**src/rtl/riscv_pkg.sv**
```systemverilog
// Shared definitions for the RV32IM pipeline control slice: run-state encoding,
// register index width and the MUL/DIV latency selector.
package riscv_pkg;

  localparam int REG_IDX_W = 5;

  typedef enum logic [1:0] {
    IDLE  = 2'd0,
    RUN   = 2'd1,
    DRAIN = 2'd2,
    DONE  = 2'd3
  } run_state_e;

  function automatic int md_latency(input logic is_div, input int mul_lat, input int div_lat);
    return is_div ? div_lat : mul_lat;
  endfunction

endpackage

```
**src/rtl/pipeline_hazard_ctrl_if.sv**
```systemverilog
// Pipeline-side status inputs and control outputs of the hazard controller.
// Optional perf counter signals appear when PIPE_PERF_CNT_EN is defined.
interface pipeline_hazard_ctrl_if;
  import riscv_pkg::*;

  logic                 riscv_start;
  logic                 icache_stall;
  logic                 dcache_stall;
  logic [REG_IDX_W-1:0] if_id_rs1;
  logic [REG_IDX_W-1:0] if_id_rs2;
  logic                 if_id_use_rs1;
  logic                 if_id_use_rs2;
  logic                 id_ex_mem_read;
  logic [REG_IDX_W-1:0] id_ex_rd;
  logic                 ex_md_valid;
  logic                 ex_md_is_div;
  logic                 ex_mispredict;
  logic                 ex_halt;

  logic                 pc_en;
  logic                 load_use_stall;
  logic                 md_alu_stall;
  logic                 flush;
  logic                 id_ex_bubble;
  logic                 riscv_done;
  logic [1:0]           run_state;
`ifdef PIPE_PERF_CNT_EN
  logic [31:0]          perf_cycles;
  logic [31:0]          perf_stalls;
  logic [31:0]          perf_flushes;
`endif

  modport master (
    output riscv_start, icache_stall, dcache_stall, if_id_rs1, if_id_rs2,
           if_id_use_rs1, if_id_use_rs2, id_ex_mem_read, id_ex_rd,
           ex_md_valid, ex_md_is_div, ex_mispredict, ex_halt,
    input  pc_en, load_use_stall, md_alu_stall, flush, id_ex_bubble,
           riscv_done, run_state
`ifdef PIPE_PERF_CNT_EN
    , input perf_cycles, perf_stalls, perf_flushes
`endif
  );

  modport slave (
    input  riscv_start, icache_stall, dcache_stall, if_id_rs1, if_id_rs2,
           if_id_use_rs1, if_id_use_rs2, id_ex_mem_read, id_ex_rd,
           ex_md_valid, ex_md_is_div, ex_mispredict, ex_halt,
    output pc_en, load_use_stall, md_alu_stall, flush, id_ex_bubble,
           riscv_done, run_state
`ifdef PIPE_PERF_CNT_EN
    , output perf_cycles, perf_stalls, perf_flushes
`endif
  );

endinterface

```
**src/rtl/md_latency_counter.sv**
```systemverilog
// Times a multi-cycle MUL/DIV op in EX: stalls for LAT-1 cycles from the first
// cycle the op is seen, holds while the D$ stalls, and re-arms once the op leaves EX.
module md_latency_counter
  import riscv_pkg::*;
#(
  parameter int MUL_LATENCY = 2,
  parameter int DIV_LATENCY = 33
) (
  input  logic clk,
  input  logic reset,
  input  logic en_i,
  input  logic md_valid_i,
  input  logic md_is_div_i,
  input  logic hold_i,
  input  logic freeze_i,
  output logic stall_o
);

  localparam int MAX_LAT = (MUL_LATENCY > DIV_LATENCY) ? MUL_LATENCY : DIV_LATENCY;
  localparam int CNT_W   = $clog2(MAX_LAT + 1);

  logic [CNT_W-1:0] cnt_q, cnt_d;
  logic [CNT_W-1:0] cnt_eff;
  logic [CNT_W-1:0] load_val;
  logic             busy_q, busy_d;
  logic             first;
  logic             active;

  assign load_val = CNT_W'(md_latency(md_is_div_i, MUL_LATENCY, DIV_LATENCY) - 1);
  assign first    = en_i && md_valid_i && !busy_q;
  assign active   = first || busy_q;
  assign cnt_eff  = first ? load_val : cnt_q;
  assign stall_o  = en_i && active && (cnt_eff != '0);

  // The op stays in EX while it stalls itself or the whole pipe is frozen;
  // busy drops on the cycle it finally advances so a follow-on op reloads.
  always_comb begin
    cnt_d  = '0;
    busy_d = 1'b0;
    if (en_i && active) begin
      busy_d = stall_o || freeze_i;
      cnt_d  = (stall_o && !hold_i) ? cnt_eff - CNT_W'(1) : cnt_eff;
    end
  end

  always_ff @(posedge clk) begin
    if (reset) begin
      cnt_q  <= '0;
      busy_q <= 1'b0;
    end else begin
      cnt_q  <= cnt_d;
      busy_q <= busy_d;
    end
  end

endmodule

```
**src/rtl/pipeline_hazard_ctrl.sv**
```systemverilog
// Run FSM plus stall/flush/bubble arbitration for the 5-stage RV32IM pipeline.
// Optional perf counters are built when PIPE_PERF_CNT_EN is defined.
module pipeline_hazard_ctrl
  import riscv_pkg::*;
#(
  parameter int MUL_LATENCY  = 2,
  parameter int DIV_LATENCY  = 33,
  parameter int DRAIN_CYCLES = 4
) (
  input  logic                  clk,
  input  logic                  reset,
  pipeline_hazard_ctrl_if.slave ctrl_if
);

  localparam int                DRAIN_W    = (DRAIN_CYCLES > 1) ? $clog2(DRAIN_CYCLES) : 1;
  localparam logic [DRAIN_W-1:0] DRAIN_LOAD = DRAIN_W'(DRAIN_CYCLES - 1);

  run_state_e           state_q, state_d;
  logic [DRAIN_W-1:0]   drain_cnt_q, drain_cnt_d;

  logic                 md_en;
  logic                 md_stall;
  logic                 freeze;
  logic                 hz;
  logic                 pc_en;
  logic                 load_use_stall;
  logic                 flush;
  logic                 id_ex_bubble;
  logic                 riscv_done;

  logic [REG_IDX_W-1:0] src_rs [2];
  logic [1:0]           src_use;
  logic [1:0]           src_hit;

  assign src_rs[0]  = ctrl_if.if_id_rs1;
  assign src_rs[1]  = ctrl_if.if_id_rs2;
  assign src_use[0] = ctrl_if.if_id_use_rs1;
  assign src_use[1] = ctrl_if.if_id_use_rs2;

  for (genvar gi = 0; gi < 2; gi++) begin : g_src
    assign src_hit[gi] = src_use[gi] && (src_rs[gi] == ctrl_if.id_ex_rd);
  end

  // x0 is never a real producer, so a load to x0 cannot create a hazard.
  assign hz = ctrl_if.id_ex_mem_read && (ctrl_if.id_ex_rd != '0) && (|src_hit);

  assign md_en = (state_q == RUN) || (state_q == DRAIN);

  md_latency_counter #(
    .MUL_LATENCY(MUL_LATENCY),
    .DIV_LATENCY(DIV_LATENCY)
  ) u_md_cnt (
    .clk        (clk),
    .reset      (reset),
    .en_i       (md_en),
    .md_valid_i (ctrl_if.ex_md_valid),
    .md_is_div_i(ctrl_if.ex_md_is_div),
    .hold_i     (ctrl_if.dcache_stall),
    .freeze_i   (ctrl_if.icache_stall || ctrl_if.dcache_stall),
    .stall_o    (md_stall)
  );

  assign freeze = ctrl_if.icache_stall || ctrl_if.dcache_stall || md_stall;

  always_comb begin
    state_d        = state_q;
    drain_cnt_d    = drain_cnt_q;
    pc_en          = 1'b0;
    load_use_stall = 1'b0;
    flush          = 1'b0;
    id_ex_bubble   = 1'b0;
    riscv_done     = 1'b0;
    case (state_q)
      IDLE: begin
        if (ctrl_if.riscv_start) state_d = RUN;
      end
      RUN: begin
        // A frozen pipe keeps the mispredicting branch in EX; it is acted on once unfrozen.
        if (freeze) begin
          pc_en = 1'b0;
        end else if (ctrl_if.ex_mispredict) begin
          flush = 1'b1;
          pc_en = 1'b1;
        end else begin
          if (hz) begin
            load_use_stall = 1'b1;
            id_ex_bubble   = 1'b1;
          end else begin
            pc_en = 1'b1;
          end
          if (ctrl_if.ex_halt) begin
            state_d     = DRAIN;
            drain_cnt_d = DRAIN_LOAD;
          end
        end
      end
      DRAIN: begin
        flush = 1'b1;
        if (!ctrl_if.dcache_stall) begin
          if (drain_cnt_q == '0) state_d = DONE;
          else                   drain_cnt_d = drain_cnt_q - DRAIN_W'(1);
        end
      end
      DONE: begin
        riscv_done = 1'b1;
        if (!ctrl_if.riscv_start) state_d = IDLE;
      end
      default: state_d = IDLE;
    endcase
  end

  always_ff @(posedge clk) begin
    if (reset) begin
      state_q     <= IDLE;
      drain_cnt_q <= '0;
    end else begin
      state_q     <= state_d;
      drain_cnt_q <= drain_cnt_d;
    end
  end

  assign ctrl_if.pc_en          = pc_en;
  assign ctrl_if.load_use_stall = load_use_stall;
  assign ctrl_if.md_alu_stall   = md_stall;
  assign ctrl_if.flush          = flush;
  assign ctrl_if.id_ex_bubble   = id_ex_bubble;
  assign ctrl_if.riscv_done     = riscv_done;
  assign ctrl_if.run_state      = state_q;

`ifdef PIPE_PERF_CNT_EN
  logic [31:0] perf_cycles_q,  perf_cycles_d;
  logic [31:0] perf_stalls_q,  perf_stalls_d;
  logic [31:0] perf_flushes_q, perf_flushes_d;
  logic        perf_clear;
  logic        mp_flush;

  assign perf_clear = (state_q == IDLE) && (state_d == RUN);
  assign mp_flush   = (state_q == RUN) && !freeze && ctrl_if.ex_mispredict;

  // Saturating counters: hold at all-ones rather than wrap.
  always_comb begin
    perf_cycles_d  = perf_cycles_q;
    perf_stalls_d  = perf_stalls_q;
    perf_flushes_d = perf_flushes_q;
    if (perf_clear) begin
      perf_cycles_d  = '0;
      perf_stalls_d  = '0;
      perf_flushes_d = '0;
    end else if (state_q == RUN) begin
      if (perf_cycles_q != '1)              perf_cycles_d  = perf_cycles_q + 32'd1;
      if (!pc_en && perf_stalls_q != '1)    perf_stalls_d  = perf_stalls_q + 32'd1;
      if (mp_flush && perf_flushes_q != '1) perf_flushes_d = perf_flushes_q + 32'd1;
    end
  end

  always_ff @(posedge clk) begin
    if (reset) begin
      perf_cycles_q  <= '0;
      perf_stalls_q  <= '0;
      perf_flushes_q <= '0;
    end else begin
      perf_cycles_q  <= perf_cycles_d;
      perf_stalls_q  <= perf_stalls_d;
      perf_flushes_q <= perf_flushes_d;
    end
  end

  assign ctrl_if.perf_cycles  = perf_cycles_q;
  assign ctrl_if.perf_stalls  = perf_stalls_q;
  assign ctrl_if.perf_flushes = perf_flushes_q;
`endif

endmodule

```
**src/flat_wrapper.sv**
```systemverilog
// flat-port wrapper written by rule: the top's interface ports become plain ports
module pipeline_hazard_ctrl_flat import riscv_pkg::*;
#(
  parameter int MUL_LATENCY  = 2,
  parameter int DIV_LATENCY  = 33,
  parameter int DRAIN_CYCLES = 4
)
  (clk, reset, ctrl_if_riscv_start, ctrl_if_icache_stall, ctrl_if_dcache_stall, ctrl_if_if_id_rs1, ctrl_if_if_id_rs2, ctrl_if_if_id_use_rs1, ctrl_if_if_id_use_rs2, ctrl_if_id_ex_mem_read, ctrl_if_id_ex_rd, ctrl_if_ex_md_valid, ctrl_if_ex_md_is_div, ctrl_if_ex_mispredict, ctrl_if_ex_halt, ctrl_if_pc_en, ctrl_if_load_use_stall, ctrl_if_md_alu_stall, ctrl_if_flush, ctrl_if_id_ex_bubble, ctrl_if_riscv_done, ctrl_if_run_state);
  pipeline_hazard_ctrl_if ctrl_if_i ();
  input  logic clk;
  input  logic reset;
  input wire logic [$bits(ctrl_if_i.riscv_start)-1:0] ctrl_if_riscv_start;
  input wire logic [$bits(ctrl_if_i.icache_stall)-1:0] ctrl_if_icache_stall;
  input wire logic [$bits(ctrl_if_i.dcache_stall)-1:0] ctrl_if_dcache_stall;
  input wire logic [$bits(ctrl_if_i.if_id_rs1)-1:0] ctrl_if_if_id_rs1;
  input wire logic [$bits(ctrl_if_i.if_id_rs2)-1:0] ctrl_if_if_id_rs2;
  input wire logic [$bits(ctrl_if_i.if_id_use_rs1)-1:0] ctrl_if_if_id_use_rs1;
  input wire logic [$bits(ctrl_if_i.if_id_use_rs2)-1:0] ctrl_if_if_id_use_rs2;
  input wire logic [$bits(ctrl_if_i.id_ex_mem_read)-1:0] ctrl_if_id_ex_mem_read;
  input wire logic [$bits(ctrl_if_i.id_ex_rd)-1:0] ctrl_if_id_ex_rd;
  input wire logic [$bits(ctrl_if_i.ex_md_valid)-1:0] ctrl_if_ex_md_valid;
  input wire logic [$bits(ctrl_if_i.ex_md_is_div)-1:0] ctrl_if_ex_md_is_div;
  input wire logic [$bits(ctrl_if_i.ex_mispredict)-1:0] ctrl_if_ex_mispredict;
  input wire logic [$bits(ctrl_if_i.ex_halt)-1:0] ctrl_if_ex_halt;
  output wire logic [$bits(ctrl_if_i.pc_en)-1:0] ctrl_if_pc_en;
  output wire logic [$bits(ctrl_if_i.load_use_stall)-1:0] ctrl_if_load_use_stall;
  output wire logic [$bits(ctrl_if_i.md_alu_stall)-1:0] ctrl_if_md_alu_stall;
  output wire logic [$bits(ctrl_if_i.flush)-1:0] ctrl_if_flush;
  output wire logic [$bits(ctrl_if_i.id_ex_bubble)-1:0] ctrl_if_id_ex_bubble;
  output wire logic [$bits(ctrl_if_i.riscv_done)-1:0] ctrl_if_riscv_done;
  output wire logic [$bits(ctrl_if_i.run_state)-1:0] ctrl_if_run_state;
  assign ctrl_if_i.riscv_start = ctrl_if_riscv_start;
  assign ctrl_if_i.icache_stall = ctrl_if_icache_stall;
  assign ctrl_if_i.dcache_stall = ctrl_if_dcache_stall;
  assign ctrl_if_i.if_id_rs1 = ctrl_if_if_id_rs1;
  assign ctrl_if_i.if_id_rs2 = ctrl_if_if_id_rs2;
  assign ctrl_if_i.if_id_use_rs1 = ctrl_if_if_id_use_rs1;
  assign ctrl_if_i.if_id_use_rs2 = ctrl_if_if_id_use_rs2;
  assign ctrl_if_i.id_ex_mem_read = ctrl_if_id_ex_mem_read;
  assign ctrl_if_i.id_ex_rd = ctrl_if_id_ex_rd;
  assign ctrl_if_i.ex_md_valid = ctrl_if_ex_md_valid;
  assign ctrl_if_i.ex_md_is_div = ctrl_if_ex_md_is_div;
  assign ctrl_if_i.ex_mispredict = ctrl_if_ex_mispredict;
  assign ctrl_if_i.ex_halt = ctrl_if_ex_halt;
  assign ctrl_if_pc_en = ctrl_if_i.pc_en;
  assign ctrl_if_load_use_stall = ctrl_if_i.load_use_stall;
  assign ctrl_if_md_alu_stall = ctrl_if_i.md_alu_stall;
  assign ctrl_if_flush = ctrl_if_i.flush;
  assign ctrl_if_id_ex_bubble = ctrl_if_i.id_ex_bubble;
  assign ctrl_if_riscv_done = ctrl_if_i.riscv_done;
  assign ctrl_if_run_state = ctrl_if_i.run_state;
  pipeline_hazard_ctrl #(.MUL_LATENCY(MUL_LATENCY), .DIV_LATENCY(DIV_LATENCY), .DRAIN_CYCLES(DRAIN_CYCLES)) u_core (.clk(clk), .reset(reset), .ctrl_if(ctrl_if_i));
endmodule
```
**config.mk**
```make
export PLATFORM = sky130hd
export DESIGN_NAME = pipeline_hazard_ctrl_flat
export DESIGN_NICKNAME = d
export VERILOG_FILES = /design/src/rtl/riscv_pkg.sv /design/src/rtl/pipeline_hazard_ctrl_if.sv /design/src/rtl/md_latency_counter.sv /design/src/rtl/pipeline_hazard_ctrl.sv /design/src/flat_wrapper.sv
export SDC_FILE = /design/constraint.sdc
export NUM_CORES = 1
export LEC_CHECK = 0
export CAP_MARGIN = 10
export CORE_MARGIN = 10
export CORE_UTILIZATION = 42
export CTS_BUF_LIST = sky130_fd_sc_hd__clkbuf_4 sky130_fd_sc_hd__clkbuf_8
export DETAILED_ROUTE_END_ITERATION = 8
export GPL_TIMING_DRIVEN = 0
export PLACE_DENSITY_LB_ADDON = 0.3
export SETUP_SLACK_MARGIN = 0.5
export SLEW_MARGIN = 20
export SYNTH_ARGS = -nofsm -noshare
export SYNTH_HDL_FRONTEND = slang
export SYNTH_SLANG_ARGS = --single-unit
```
**constraint.sdc**
```tcl
create_clock -name clk -period 3.07 [get_ports clk]
set_clock_uncertainty 0.1 [all_clocks]
set_input_delay 0.614 -clock clk [delete_from_list [all_inputs] [get_ports clk]]
set_output_delay 0.614 -clock clk [all_outputs]
set_load 0.02 [all_outputs]
```
==> results of run 1 <==
## power by group through the flow
stage / combinational [mW] / sequential [mW] / clock [mW]
5_1_grt: 0.839 / 0.215 / 0.119
3_3_place_gp: 0.596 / 0.217 / 0
2_1_floorplan: 0.432 / 0.229 / 0
6_report: 0.770 / 0.211 / 0.111
4_1_cts: 0.728 / 0.211 / 0.114
3_5_place_dp: 0.627 / 0.220 / 0
## routing by layer
| layer | part of all wire | wire length, µm | vias up |
|---|---|---|---|
| li1 | - | - | 519 |
| met1 | 0.44 | 1400 | 480 |
| met2 | 0.49 | 1560 | 34 |
| met3 | 0.066 | 210 | 4 |
| met4 | 0.0097 | 31 | 0 |
| met5 | 0 | 0 | - |
## final cells by class
type | instances | area, µm²
repair buffers | 45 | 435
flip-flops and latches | 11 | 228
well taps | 28 | 35.0
plain buffers | 2 | 15.0
inverters | 9 | 38.8
clock buffers | 4 | 30.0
fillers | 174 | 604
multi-input cells | 95 | 847
## placed cells by master (no fill, tap or decap), types with 3 or more instances in the layout
master,n
buf_6,6
xor2_1,4
xnor2_1,10
o22ai_1,3
inv_1,7
a211oi_1,3
clkdlybuf4s50_1,17
buf_4,11
nand2_1,6
ha_1,6
dfxtp_1,9
dlymetal6s2s_1,5
a21oi_1,4
nor2_1,13
nand3_1,3
clkbuf_4,4
dlygate4sd2_1,6
## worst reg2reg max path, cell delays in order, from the launching register on
cell	delay (ns)
dfxtp_4	0.37
inv_4	0.05
ha_4	0.28
and4bb_2	0.31
a21oi_4	0.06
ha_4	0.17
buf_4	0.16
a211oi_1	0.29
nand2_1	0.11
xor2_1	0.16
a211oi_1	0.23
## Yosys cell counts (2+ instances only)
cell,n
nor2_1,13
dfxtp_1,11
xnor2_1,10
inv_1,9
ha_1,8
nand2_1,7
a21oi_1,5
nor3_1,4
o22ai_1,4
xor2_1,4
a211oi_1,3
nand3_1,3
and3_1,2
mux2i_1,2
nand4_1,2
nor2b_1,2
o2111ai_1,2
or3_1,2
## worst max path at each step
stage                                             startpoint                     end  slack [ns]
global route        u_core.ctrl_if.run_state[0]$_SDFFE_PP0P_  ctrl_if_load_use_stall       -0.05
CTS                 u_core.ctrl_if.run_state[0]$_SDFFE_PP0P_  ctrl_if_load_use_stall        0.01
finish              u_core.ctrl_if.run_state[0]$_SDFFE_PP0P_           ctrl_if_flush        0.01
detailed placement                      ctrl_if_ex_md_is_div  ctrl_if_load_use_stall       -0.92
floorplan           u_core.ctrl_if.run_state[0]$_SDFFE_PP0P_  ctrl_if_load_use_stall        0.06
global placement                        ctrl_if_ex_md_is_div  ctrl_if_load_use_stall       -0.88
## sequential cells by signal, indices dropped and copies added, names as in the netlist
register                  count
u_core.u_md_cnt.cnt_q         6
u_core.ctrl_if.run_state      2
u_core.drain_cnt_q            2
u_core.u_md_cnt.busy_q        1
## through the flow
step / setup TNS [ns] / instances / util / power (mW) / setup slack (ns)
floorplan: 0 / 117 / - / 0.662 / 0.0604
global placement: -3.36 / 179 / 0.645 / 0.813 / -0.878
detailed placement: -3.60 / 179 / 0.645 / 0.847 / -0.924
CTS: 0 / 191 / 0.703 / 1.05 / 0.0137
global route: -0.101 / 194 / 0.729 / 1.17 / -0.0540
finish: 0 / 194 / 0.729 / 1.09 / 0.0147
## logic make-up (layout without fill, tap and decap cells)
logic type,after synthesis,count (layout)
adder cells (fa/ha/maj),8,8
AO/OA/AOI/OAI,25,25
multiplexers,3,3
AND/OR/NAND/NOR,45,45
flip-flops,11,11
buffers and inverters,11,60
XOR/XNOR,14,14
## what timing repair did
item | 4_1_cts | 5_1_grt
gates resized for setup | 41 | 15
setup buffers | 8 | 3
gates cloned | 0 | 0
hold buffers | 0 | 0
pin swaps | 5 | 9
endpoints found under the hold margin | 0 | 0
endpoints found under the setup margin | 5 | 5
==> impl_metrics.tcl, run 1 <==
set metrics [dict create \
    outcome "finished clean" \
    netlist.area_leader.share 0.220 \
    synth_top_family_by_area "simple AND/OR/NAND/NOR gates" \
    startpoint_type "register" \
    total_leakage_power_nw 0.661 \
    power_frac_comb 0.705 \
    ys_seq_area_frac 0.220 \
    synth_top_flop_cell "dfxtp_1" \
    hpwl_um 2410 \
    place_area_um2 1440 \
    drt_iter0_markers 31 \
    hold_viol_final 0 \
    route.detailed.drc 0 \
    critical_path_class "reg -> out" \
    gr-usage-met1 0.161 \
    syn-cell-area_um2 1000 \
    avgSynthCellArea_um2 8.57 \
    dieArea_um2 4740 \
    use_met3 0.0322 \
    async_flop_share 0 \
    htreeDepth 1 \
    switching_share 0.441 \
    ys_warn_count 0 \
    fin_crit_sh 0.995 \
    grt_pass1_vias 1055 \
    cp_top_family "simple AND/OR/NAND/NOR gates" \
    cts_tree "yes" \
    antenna-diode-count 0 \
    vdd_drop_max_mv 0.558 \
    vias_per_cell 5.35 \
    die_w_um 68.9 \
    wirelength_um 3200 \
    cap_violations 0 \
    use_met2 0.235 \
    max_freq_ghz 0.327 \
    synth_seq_cells 11 \
    holdPathStages 2 \
    reg2reg_depth 10 \
    rsz0062_at_grt "yes" \
    clkLatencyLatePin_ns 0.27 \
    cp-end-kind "output pin" \
    start_util 0.449 \
    gp_congestion 0.907 \
    synth_compound_area_frac 0.206 \
    wl_per_cell_um 16.5 \
    grt-busiest-layer "met2" \
    whs_ns 0.397 \
    relSlewSlack 0.686 \
    final_antenna_net_count 0 \
    grt_pass1_wl_um 5040 \
    synth-adder-area-share 0.0999 \
    hold_path_class "reg -> reg" \
    reg2reg_slack_ns 0.73 \
    syn_inst 117 \
    clockBufferDepth 2 \
    slew_viol_final 0 \
    cp_data_required_time_ns 2.36 \
    synth.largest_area_cell "dfxtp_1" \
    reg2reg_to "u_core.u_md_cnt.cnt_q[3]$_SDFF_PP0_" \
    slowest_stage "or3_4" \
    grt_use_total 0.135 \
    synthMuxAreaShare 0.0312 \
    p_clk_frac 0.102 \
    worstHoldStart "u_core.drain_cnt_q[1]$_SDFFE_PP0P_" \
    drive_gt1_frac 0.283 \
    power_frac_seq 0.193 \
    cp_slowest_stage_delay_ns 0.38 \
    core_area_um2 2230 \
    grt_max_degree 9 \
    syn-num-nets 152 \
    netSwitchingPower_uw 481 \
    worst_pin_slew_ns 0.470 \
    synthXorXnorAreaFrac 0.122 \
    p_int_uw 611 \
    syn2layout_area_growth_pct 62.5 \
    num_rows 17 \
    synth-edff-count 0 \
    root_buffer "clkbuf_4" \
    r2r_start "u_core.ctrl_if.run_state[1]$_SDFFE_PP0P_" \
    worstPathCellList "inv_4, ha_4, and4bb_2, a21oi_4, ha_4, a21oi_4, or3_4, o31ai_4, buf_6" \
    fin_nets 202 \
    crit_arrival_ns 2.34 \
    cts_buffers 3 \
    synthDistinctLibCells 42 \
    p_per_area_nw_per_um2 670 \
    ios 35 \
    cts.sinks 11 \
    firstDrtPassIters 4 \
    vias 1037 \
    clk_pin_slew_ns 0.07 \
    worstPathMaxFanout 3 \
    overflow 0 \
    yosys.area_share.simple 0.276 \
    cp.depth 9 \
    critPathBufInv 2 \
    synth.area.top_cells "dfxtp_1 (22%), ha_1 (10%), xnor2_1 (8.7%), nor2_1 (4.9%), xor2_1 (3.5%)" \
    whs_endpoint "u_core.drain_cnt_q[1]$_SDFFE_PP0P_" \
    setup_viol 0 \
    fin_crit_ns 3.06 \
    fin_area_um2 1630 \
    die_y_um 68.9 \
    port_buffers 34 \
    grt_antenna_before_repair 0 \
]
Note: power is estimated with default switching activity, not from simulation.
==> run 2: changes to the inputs <==
--- a/config.mk
+++ b/config.mk
@@ -5,6 +5,7 @@
 export SDC_FILE = /design/constraint.sdc
 export NUM_CORES = 1
 export LEC_CHECK = 0
+export ABC_AREA = 1
 export CAP_MARGIN = 10
 export CORE_MARGIN = 10
 export CORE_UTILIZATION = 42
==> constraint.sdc (replaced) <==
create_clock -name clk -period 3.07 [get_ports clk]
set_clock_uncertainty 0.1 [all_clocks]
set_input_delay 0.614 -clock clk [delete_from_list [all_inputs] [get_ports clk]]
set_output_delay 0.614 -clock clk [all_outputs]
set_load 0.005 [all_outputs]
==> impl_metrics.tcl, run 2 <==
set metrics [dict create \
    outcome "finished clean" \
    worstPathMaxFanout 5 \
    worstHoldStart "u_core.u_md_cnt.cnt_q[1]$_SDFF_PP0_" \
    p_per_area_nw_per_um2 588 \
    vias_per_cell 5.03 \
    cp-end-kind "output pin" \
    num_rows 17 \
    dpl.cell_count 213 \
    async_flop_share 0 \
    gp_congestion 0.894 \
    wl_per_cell_um 13.1 \
    ys_top_cells_by_count "nand2_1 (33), inv_1 (23), nor2_1 (17), a21oi_1 (12)" \
    start_util 0.444 \
    cap_violations 0 \
    r2r_start "u_core.ctrl_if.run_state[1]$_SDFFE_PP0P_" \
    crit_top_cell "nand2_2" \
    cp_data_required_time_ns 2.36 \
    slew_viol_final 0 \
    antenna-diode-count 0 \
    syn_inst 151 \
    p_int_uw 515 \
    die_w_um 68.4 \
    synth.largest_area_cell "dfxtp_1" \
    holdPathStages 2 \
    htreeDepth 1 \
    clockBufferDepth 2 \
    cts_tree "yes" \
    ys_warn_count 0 \
    p_clk_frac 0.124 \
    grt_antenna_before_repair 0 \
    synthDistinctLibCells 29 \
    clkLatencyLatePin_ns 0.28 \
    synth.area.top_cells "dfxtp_1 (22%), nand2_1 (13%), ha_1 (10%), inv_1 (8.8%), nor2_1 (6.5%)" \
    syn-cell-area_um2 982 \
    fin_cells 229 \
    die_y_um 68.4 \
    vdd_drop_max_mv 0.416 \
    largest_reg_flops 6 \
    dieArea_um2 4670 \
    grt_use_total 0.128 \
    critical_path_class "reg -> out" \
    drt_iter0_markers 95 \
    reg2reg_to "u_core.u_md_cnt.cnt_q[5]$_SDFF_PP0_" \
    root_buffer "clkbuf_4" \
    rsz0062_at_grt "yes" \
    netSwitchingPower_uw 376 \
    total_leakage_power_nw 0.683 \
    final_antenna_net_count 0 \
    ys_seq_area_frac 0.224 \
    synth_seq_cells 11 \
    cts.sinks 11 \
    reg2reg_slack_ns 0.60 \
    fin_nets 237 \
    switching_share 0.422 \
    power_frac_comb 0.648 \
    cts_buffers 3 \
    max_freq_ghz 0.344 \
    core_area_um2 2210 \
    dp_slack_ns -0.649 \
    mostFrequentLayoutCells "nand2_1 (30), clkdlybuf4s50_1 (27), inv_1 (21)" \
    slowest_stage "dfxtp_4" \
    grt_max_degree 10 \
    power_frac_seq 0.228 \
    worst_pin_slew_ns 0.454 \
    hold_viol_final 0 \
    grt_pass1_vias 1132 \
    crit_arrival_ns 2.19 \
    hpwl_um 2300 \
    synth-edff-count 0 \
    clk_pin_slew_ns 0.07 \
    synth_top_flop_cell "dfxtp_1" \
    port_buffers 34 \
    wirelength_um 2990 \
    reg2reg_depth 15 \
    ios 35 \
    finalWorstSetupSlack_ns 0.167 \
    cp_slowest_stage_delay_ns 0.37 \
    netlist.area_leader.share 0.224 \
    whs_endpoint "u_core.u_md_cnt.cnt_q[1]$_SDFF_PP0_" \
    startpoint_type "register" \
    syn2layout_area_growth_pct 54.4 \
    post-synth-top-count-cell "nand2_1" \
    fin_crit_ns 2.90 \
    setup_viol 0 \
    hold_path_class "reg -> reg" \
    firstDrtPassIters 4 \
    relSlewSlack 0.695 \
    syn-num-nets 186 \
    drive_gt1_frac 0.224 \
    fin_crit_sh 0.946 \
    top_register "u_core.u_md_cnt.cnt_q" \
    vias 1151 \
    overflow 0 \
    grt_pass1_wl_um 4820 \
    layout_commonest_cell "nand2_1" \
    route.detailed.drc 0 \
    worstPathCellList "inv_4, ha_4, nand4_1, o21ai_2, ha_2, nand2_2, o21bai_4, nand2_2, inv_2, nand2_2, nor2_2, buf_4, buf_6" \
    avgSynthCellArea_um2 6.50 \
]
run 2: kinds of logic (layout without fill, tap and decap cells):
group | Yosys count | in the layout | synth area share
compound gates | 27 | 27 | 0.167
xor+xnor | 7 | 7 | 0.0624
fa+ha+maj | 8 | 8 | 0.102
buf+inv | 25 | 75 | 0.0994
flops | 11 | 11 | 0.224
mux | 1 | 1 | 0.0115
simple gates | 72 | 72 | 0.334
run 2: stage by stage:
stage	utilization	area, µm²	TNS [ns]	hold WS (ns)	power [mW]
after CTS	0.673	1490	0	0.413	0.870
after global routing	0.686	1520	0	0.444	0.971
after detailed placement	0.625	1380	-2.66	0.398	0.697
after global placement	0.625	1380	-2.50	0.372	0.674
final	0.686	1520	0	0.408	0.892
after floorplan	-	1010	0	0.352	0.543
run 2: worst max-delay path, delay by kind of cell (launching register included):
kind,cells,cell delay [ns]
AO/OA/AOI/OAI,2,0.26
adder cells (fa/ha/maj),2,0.48
buffers and inverters,4,0.32
flip-flops,1,0.37
AND/OR/NAND/NOR,5,0.48
run 2: power by group through the flow:
stage	Combinational, mW	Clock, mW	Sequential (mW)
2_1_floorplan	0.340	0	0.203
3_3_place_gp	0.468	0	0.206
3_5_place_dp	0.490	0	0.208
4_1_cts	0.556	0.112	0.202
5_1_grt	0.644	0.120	0.207
6_report	0.577	0.111	0.204
run 2: worst max-delay path by stage:
stage                                         to  cells past startpoint                                startpoint
final                     ctrl_if_load_use_stall                     13  u_core.ctrl_if.run_state[1]$_SDFFE_PP0P_
after detailed placement  ctrl_if_load_use_stall                     12                       ctrl_if_ex_md_valid
after floorplan           ctrl_if_load_use_stall                     12  u_core.ctrl_if.run_state[1]$_SDFFE_PP0P_
after CTS                 ctrl_if_load_use_stall                     13  u_core.ctrl_if.run_state[1]$_SDFFE_PP0P_
after global routing      ctrl_if_load_use_stall                     13  u_core.ctrl_if.run_state[1]$_SDFFE_PP0P_
after global placement             ctrl_if_pc_en                     11                       ctrl_if_ex_md_valid
run 2: layout make-up:
type | count | area, µm²
clock buffers | 4 | 30.0
flip-flops and latches | 11 | 228
fillers | 193 | 696
well taps | 28 | 35.0
plain buffers | 1 | 7.51
repair buffers | 46 | 417
inverters | 24 | 95.1
multi-input cells | 115 | 704
run 2: layer usage:
metal  part of all wire  GRT usage  up-vias  wire length, µm
li1                   -          -      583                -
met1               0.37      0.135      526             1110
met2               0.53      0.237       38             1590
met3              0.083     0.0489        4              247
met4              0.013     0.0251        0               39
met5                  0          0        -                0
run 2: timing repair:
action / CTS / global route
hold buffers: 0 / 0
resized for setup: 28 / 5
cloned: 0 / 0
endpoints found under the setup margin: 5 / 5
pin swaps: 8 / 5
setup buffers: 10 / 2
==> variant (config.mk and constraints of run 2) <==
`DRAIN_CYCLES` is set to 4 in 2 places; all go to 2.
--- a/src/rtl/pipeline_hazard_ctrl.sv
+++ b/src/rtl/pipeline_hazard_ctrl.sv
@@ -6,5 +6,5 @@
   parameter int MUL_LATENCY  = 2,
   parameter int DIV_LATENCY  = 33,
-  parameter int DRAIN_CYCLES = 4
+  parameter int DRAIN_CYCLES = 2
 ) (
   input  logic                  clk,
--- a/src/flat_wrapper.sv
+++ b/src/flat_wrapper.sv
@@ -4,5 +4,5 @@
   parameter int MUL_LATENCY  = 2,
   parameter int DIV_LATENCY  = 33,
-  parameter int DRAIN_CYCLES = 4
+  parameter int DRAIN_CYCLES = 2
 )
   (clk, reset, ctrl_if_riscv_start, ctrl_if_icache_stall, ctrl_if_dcache_stall, ctrl_if_if_id_rs1, ctrl_if_if_id_rs2, ctrl_if_if_id_use_rs1, ctrl_if_if_id_use_rs2, ctrl_if_id_ex_mem_read, ctrl_if_id_ex_rd, ctrl_if_ex_md_valid, ctrl_if_ex_md_is_div, ctrl_if_ex_mispredict, ctrl_if_ex_halt, ctrl_if_pc_en, ctrl_if_load_use_stall, ctrl_if_md_alu_stall, ctrl_if_flush, ctrl_if_id_ex_bubble, ctrl_if_riscv_done, ctrl_if_run_state);
Function: changed (a bounded check fails within 10 cycles, from zero or initial values and one cycle with reset high).
==> variant against run 2 <==
  * Synthesized area fell by 11%
  * Via count rose by 2.5%
  * Worst setup slack got worse by 0.28 ns
  * Utilization rose by 9.2 points
  * Total power fell by 2.5%
  * Global-route usage rose by 2.4 points
  * Sequential share of layout area fell by 1.5 points
  * Routed wire length rose by 14%
  * Sequential cell count fell by 1
  * The run now ends with setup timing left
  * Highest routed layer unchanged
  * Synthesized cell count fell by 7.9%
  * Cell count fell by 1.3%
  * Design area rose by 1.6%
==> variant: results (changes against run 2) <==
| Metric | Value |
|---|---|
| Status | finished with violations (was complete, no violations) |
| Failing checks | setup timing |
| Initial antenna violation count | 0 (unchanged) |
| Syn_nets | 173 (was 186) |
| Setup-failing EPs final | 4 (was 0) |
| CTS root buf | clkbuf_4 (unchanged) |
| Largest net degree at the start of global routing | 9 (was 10) |
| Max-slew headroom | 66.9% (was 69.5%) |
| Hold WC Path Type | flip-flop to flip-flop (unchanged) |
| Final RePlAce weighted congestion | 0.868 (was 0.894) |
| P_leak | 0.000734 µW (was 0.000683 µW) |
| Fillcell total | 125 (was 193) |
| Final WS setup | -0.114 ns (was 0.167 ns) |
| Synth top cells by count | nand2_1 (31), inv_1 (22), nor2_1 (17), a21oi_1 (12), dfxtp_1 (10) (was nand2_1 (33), inv_1 (23), nor2_1 (17), a21oi_1 (12)) |
| Yosys cell types | 27 (was 29) |
| Top reg by flops | u_core.u_md_cnt.cnt_q (unchanged) |
| Detailed Routing Iterations Pass 1 | 4 (unchanged) |
| Hold Vio Cnt, Final | 0 (unchanged) |
| Ranking of synthesized cells by area | dfxtp_1 (23%), nand2_1 (13%), ha_1 (10%) (was dfxtp_1 (22%), nand2_1 (13%), ha_1 (10%)) |
| First-pass GRT wire length | 5200 µm (was 4820 µm) |
| Cells after DPL | 200 (was 213) |
| Number of I/O port buffers | 34 (unchanged) |
| Layout cell share with drive strength beyond 1 | 26.6% (was 22.4%) |
| Diode count | 0 (unchanged) |
| Clock Latency Late Sink | 0.27 ns |
| Clock Path Buffers | 2 (unchanged) |
| Max reg flops | 6 (unchanged) |
| VDD IR-drop max | 470 µV (was 416 µV) |
| Iter 0 DRT Violations | 87 (was 95) |
| Post-DP HPWL | 2090 µm (was 2300 µm) |
| Finished Layout Cells | 226 (was 229) |
| CP arrival | 3.24 ns (was 2.19 ns) |
| # H-tree levels | 1 (unchanged) |
| CTS Buf Count | 3 (unchanged) |
| Async set or reset register ratio after synthesis | 0% (unchanged) |
| Clk pin slew, worst setup/hold paths | 0.06 ns |
| Final setup TNS | -0.348 ns (was 0 ns) |
| Routed wire length | 3420 µm (was 2990 µm) |
| Final Net Count | 235 (was 237) |
| Sequential area share after synthesis | 22.9% (was 22.4%) |
| Placed cell area | 1270 µm² (was 1380 µm²) |
| Gr usage total | 15.2% (was 12.8%) |
| Mapped Cells | 139 (was 151) |
| Total of warnings raised by yosys | 0 (unchanged) |
| Worst Path Max Fanout | 6 (was 5) |
| CTS Hold Bufs | 0 (unchanged) |
| Vias in the first global route | 1151 (was 1132) |
| Via density | 5.22 (was 5.03) |
| Main synth FF type | dfxtp_1 (unchanged) |
[variant: cell type report]
type / instances / area, µm² / area share [%]
Inverter: 23 / 93.8 / 6.09
Clock buffer: 3 / 22.5 / 1.46
Sequential cell: 10 / 208 / 13.5
Tap cell: 27 / 33.8 / 2.19
Timing Repair Buffer: 57 / 531 / 34.4
Buffer: 1 / 7.51 / 0.487
Multi-Input combinational cell: 105 / 644 / 41.8
[variant: routing by layer]
layer  track usage, %  up-vias  wire length (µm)
met5                0        -                 0
met4             5.61        0                62
met3             4.58       12               241
met2             30.0       53              1870
met1             14.2      545              1250
li1                 -      570                 -
[variant: path summary, 6_finish.rpt]
kind              slack (ns)  depth (start not counted)                           to                        start
setup / recovery       -0.11                         23  u_core.ctrl_if.run_state[1]  u_core.ctrl_if.run_state[0]
hold / removal          0.43                          2           u_core.drain_cnt_q           u_core.drain_cnt_q
setup reg to reg       -0.11                         23  u_core.ctrl_if.run_state[1]  u_core.ctrl_if.run_state[0]
hold reg to reg         0.43                          2           u_core.drain_cnt_q           u_core.drain_cnt_q
[variant: kinds of logic (layout without fill, tap and decap cells)]
logic type	count (synthesis)	after routing	synth area share, %
AOI/OAI and AO/OA	27	27	17.4
xor gates and xnor gates	7	7	7.00
adders and majority gates	7	7	10.0
buffers and inverters	24	84	10.7
DFF	10	10	22.9
and+or+nand+nor	64	64	32.0
[variant: stage by stage]
stage / setup WS (ns) / util [%]
finish: -0.114 / 77.7
global route: -0.207 / 77.7
CTS: 0.0579 / 75.8
detailed placement: -0.605 / 64.1
global placement: -0.563 / 64.1
floorplan: 0.513 / -
[variant: repair_timing]
action	CTS	global route
buffers inserted	21	2
gates resized for setup	48	4
setup endpoints to repair	5	8
endpoints found under the hold margin	0	0
pin swaps	11	8
[variant: power breakdown]
group          total [µW]  leakage (µW)  switching (µW)  internal (µW)
Sequential            176     0.0000826            20.2            156
Clock                90.1     0.0000138            44.8           45.3
Combinational         603      0.000638             311            292
[variant: worst max-delay path, stage by stage (launching register included)]
cell	delay (ns)
dfxtp_4	0.36
inv_4	0.04
ha_4	0.29
nand4_1	0.15
o21ai_2	0.13
ha_2	0.21
nand2_2	0.06
o21bai_1	0.16
nand2_1	0.13
buf_6	0.15
buf_6	0.10
buf_6	0.10
buf_6	0.10
buf_6	0.11
buf_6	0.11
buf_6	0.10
buf_6	0.10
buf_6	0.10
buf_6	0.10
buf_6	0.12
nand2_8	0.07
nand3_1	0.07
nand2_1	0.07
nor2_1	0.04
